`config.mk`:
```
export PLATFORM = sky130hd
export DESIGN_NAME = noc_flit_fifo
export DESIGN_NICKNAME = d
export VERILOG_FILES = /design/src/rtl/noc_pkg.sv /design/src/rtl/noc_flit_mux.sv /design/src/rtl/noc_flit_fifo.sv
export SDC_FILE = /design/constraint.sdc
export NUM_CORES = 1
export LEC_CHECK = 0
export ABC_CLOCK_PERIOD_IN_PS = 2560
export CAP_MARGIN = 5
export CORE_AREA = 10 10 81 69
export DETAILED_ROUTE_END_ITERATION = 16
export DIE_AREA = 0 0 91 79
export PLACE_DENSITY = 0.93
export SYNTH_ARGS = -nofsm -noshare
export SYNTH_HDL_FRONTEND = slang
export SYNTH_SLANG_ARGS = --single-unit
```
`constraint.sdc`:
```
create_clock -name clk -period 2.56 [get_ports clk]
set_input_delay 0.64 -clock clk [delete_from_list [all_inputs] [get_ports clk]]
set_output_delay 0.64 -clock clk [all_outputs]
set_load 0.005 [all_outputs]
```
`src/rtl/noc_pkg.sv`:
```
// Shared NoC flit definitions: field widths, flit type and an address-field accessor.
// The address occupies the most significant bits of every flit.
package noc_pkg;

    localparam int DATA_WIDTH = 16;
    localparam int ADDR_WIDTH = 4;
    localparam int FLIT_WIDTH = ADDR_WIDTH + DATA_WIDTH;

    typedef logic [FLIT_WIDTH-1:0] flit_t;

    function automatic logic [ADDR_WIDTH-1:0] noc_addr(input flit_t f);
        return f[FLIT_WIDTH-1 -: ADDR_WIDTH];
    endfunction

endpackage

```
`src/rtl/noc_flit_mux.sv`:
```
// Generic N:1 flit selector, shared by the input queues and the crossbar outputs.
// Latency: purely combinational. Backpressure: none; a select value >= N yields zero.
module noc_flit_mux
    import noc_pkg::*;
#(
    parameter int N     = 4,
    parameter int WIDTH = FLIT_WIDTH
) (
    input  logic [N-1:0][WIDTH-1:0] Input_Vector,
    input  logic [$clog2(N)-1:0]    Sel,
    output logic [WIDTH-1:0]        Output_Vector
);

    localparam int SW = $clog2(N);

    // Match against each legal index so out-of-range selects fall through to zero.
    always_comb begin
        Output_Vector = '0;
        for (int i = 0; i < N; i++) begin
            if (Sel == SW'(i)) begin
                Output_Vector = Input_Vector[i];
            end
        end
    end

endmodule

```
`src/rtl/noc_flit_fifo.sv`:
```
// Show-ahead per-port input flit queue; head flit always presented on data_out.
// Latency: one cycle write-to-read. Backpressure: writes dropped while full, reads ignored while empty.
// Optional FIFO_ERR_FLAG_EN adds a sticky err output flagging overflow/underflow attempts.
module noc_flit_fifo
    import noc_pkg::*;
#(
    parameter int WIDTH = FLIT_WIDTH,
    parameter int DEPTH = 2
) (
    input  logic             clk,
    input  logic             rst_l,
    input  logic [WIDTH-1:0] data_in,
    input  logic             we,
    input  logic             re,
    output logic [WIDTH-1:0] data_out,
    output logic             full,
    output logic             empty
`ifdef FIFO_ERR_FLAG_EN
    ,
    output logic             err
`endif
);

    localparam int PW = $clog2(DEPTH);
    localparam int CW = $clog2(DEPTH + 1);

    logic [DEPTH-1:0][WIDTH-1:0] storage;
    logic [PW-1:0]               wr_ptr;
    logic [PW-1:0]               rd_ptr;
    logic [CW-1:0]               count;
    logic                        do_wr;
    logic                        do_rd;

    // Explicit wrap so non-power-of-two depths cycle through exactly DEPTH slots.
    function automatic logic [PW-1:0] next_ptr(input logic [PW-1:0] p);
        return (p == PW'(DEPTH - 1)) ? '0 : p + 1'b1;
    endfunction

    assign full  = (count == CW'(DEPTH));
    assign empty = (count == '0);
    assign do_wr = we & ~full;
    assign do_rd = re & ~empty;

    always_ff @(posedge clk or negedge rst_l) begin
        if (!rst_l) begin
            storage <= '0;
        end else if (do_wr) begin
            storage[wr_ptr] <= data_in;
        end
    end

    always_ff @(posedge clk or negedge rst_l) begin
        if (!rst_l) begin
            wr_ptr <= '0;
            rd_ptr <= '0;
            count  <= '0;
        end else begin
            if (do_wr) wr_ptr <= next_ptr(wr_ptr);
            if (do_rd) rd_ptr <= next_ptr(rd_ptr);
            case ({do_wr, do_rd})
                2'b10:   count <= count + 1'b1;
                2'b01:   count <= count - 1'b1;
                default: count <= count;
            endcase
        end
    end

`ifdef FIFO_ERR_FLAG_EN
    always_ff @(posedge clk or negedge rst_l) begin
        if (!rst_l) begin
            err <= 1'b0;
        end else if ((we & full) | (re & empty)) begin
            err <= 1'b1;
        end
    end
`endif

    noc_flit_mux #(
        .N     (DEPTH),
        .WIDTH (WIDTH)
    ) u_rd_mux (
        .Input_Vector  (storage),
        .Sel           (rd_ptr),
        .Output_Vector (data_out)
    );

endmodule

```
==> summary.txt <==
Vias/cell = 5.05
Main synth FF type = dfrtp_1
fillers = 300
Net Count, Synth = 149
first-pass GRT wire length = 6800 µm
R2R depth = 3
total grt overflow = 0
fin nets = 199
DIE WIDTH = 91 µm
Critical Path End = data_out[1]
Required @ worst endpoint = 1920 ps
Cells after Synth = 124
Fin Setup TNS = 0 ps
PostCTS Resize Cnt = 0
status = completed
FMAX = 429 MHz
most frequent cell after synthesis = dfrtp_1
Wirelength per Cell = 17.7 µm
CP Launch Type = register
Reg-to-Reg End = storage[35]
hold crit path type = in -> async
core area = 0.00405 mm²
Slew Viols, Final = 0
vias in the first global route = 1370
largest area contributor in the netlist = dfrtp_1
CTS Root Cell = clkbuf_8
Max Buffers Root-to-Sink = 2
max-cap violations = 0
clock skew = 12.2 ps
H-Tree Level Count = 2
Clk Latency, worst-skew pair = 290 ps
Async S/R FF share, synth = 1.00
synthesized area = 0.00203 mm²
die span in y = 79 µm
Post-synth EDFFs = 0
router iterations before antenna repair = 3
Total Wirelength = 4080 µm
1st-iter DRT viols = 42
CTS Sinks = 44
Worst VDD drop = 0.000910 V
Tmin final = 2330 ps
Yosys top cell area share = 0.543
area grow syn2layout = 30.5%
Top Ports = 46
# DRC = 0
largest net degree at the start of global routing = 45
RSZ-0062 raised after global routing = no
antenna fix cells = 0
Synth cell types = 16
syn_area_per_cell = 16.4 µm²
Slew Limit Headroom = 0.375
DP Wirelength = 3010 µm
critical path class = reg -> out
Slew @ Worst Pin = 938 ps
fin crit share = 0.912
hold-fix buffers at CTS = 0
Setup crit start = rd_ptr
WP data arrival = 1690 ps
TritonCTS clock tree = done
num rows = 21
synthesis-stage register bit count = 44
dpl cells = 224
DIE AREA = 0.00719 mm²
Synth area leaders = dfrtp_1 (54%), mux2_2 (22%), mux2_4 (15%)
share of layout cells above drive strength 1 = 0.437
RePlAce Congestion = 0.737
initial antenna violation count = 0
# setup viols final = 0
Final Hold Fails = 0
TritonCTS buffer count = 5
port bufs = 45
post-synthesis sequential area ratio = 0.543
RR Startpoint = count[0]
final cell count without fillers = 231
Clock Pin Slew Worst Setup and Hold Paths = 90 ps
Post-CTS Setup Bufs = 0
All-Layer GR Usage = 0.116
Worst Setup End Kind = output pin
critical-path maximum fanout = 14
synth warn = 0
Final ANT Viol Nets = 0
Initial Util = 0.502
Post-synth top cells = dfrtp_1 (44), mux2_2 (40), mux2_4 (20)
PD cells = 1380 mW/mm²
Leak Pwr = 0.00113 µW
R2R Setup Slk = 930 ps
vias = 1167
## stage by stage
stage                     hold WS (ps)  total power, µW  cell area, µm²  utilization  setup WS [ps]
after floorplan                    344             2320            2030            -           1020
after global placement             484             3010            2520        0.622            424
after detailed placement           491             3090            2520        0.622            353
after CTS                          511             3710            2650        0.654            215
after global routing               523             3890            2650        0.654            162
final                              480             3670            2650        0.654            226
## layout by cell type, fill, tap and decap left out, types with 2 or more instances in the layout
master and instances:
buf_4 4, bufinv_16 2, clkbuf_8 5, clkdlybuf4s50_1 44
dfrtp_1 44, mux2_2 40, mux2_4 20, nor2_1 2
xnor2_1 3, xor2_1 2
## how the worst min path moves through the flow
stage	from	end	cells after the start
2_1_floorplan	rst_l	count[0]	0
3_3_place_gp	storage[27]	storage[27]	1
3_5_place_dp	storage[10]	storage[10]	1
4_1_cts	rst_l	storage[5]	1
5_1_grt	storage[4]	storage[4]	1
6_report	rst_l	storage[6]	1
## critical path, stage by stage (launching register included)
cell	delay (ps)
dfrtp_1	350
buf_4	230
mux2_2	360
clkdlybuf4s50_1	480
## cell type report
type                    count  area [µm²]  area share
well taps                  57        71.3      0.0269
repair buffers             49         475       0.180
multi-input cells          73         865       0.327
clock buffers               5        68.8      0.0260
clock inverters             2        60.1      0.0227
flip-flops and latches     44        1100       0.416
inverters                   1        6.26     0.00236
## power breakdown
part / internal, µW / switching, µW / leakage, µW
logic: 1220 / 575 / 0.000553
registers: 1060 / 208 / 0.000518
clock network: 384 / 219 / 0.0000642
total: 2660 / 1000 / 0.00113
## registers in the layout (all words and copies together), names as in the netlist
register  flops
count         2
storage      40
wr_ptr        1
rd_ptr        1
## cells by family after synthesis
kind of cell  synth area share
buf+inv                 0.0314
xor+xnor                0.0216
flops                    0.543
mux                      0.370
simple gates            0.0284
fa+ha+maj              0.00616
## layer usage
metal	GRT usage	vias up	wire (µm)
li1	-	533	-
met1	0.147	590	1940
met2	0.177	38	1810
met3	0.0489	6	267
met4	0.0359	0	65
met5	0	-	0
Note: power is estimated with default switching activity, not from simulation.
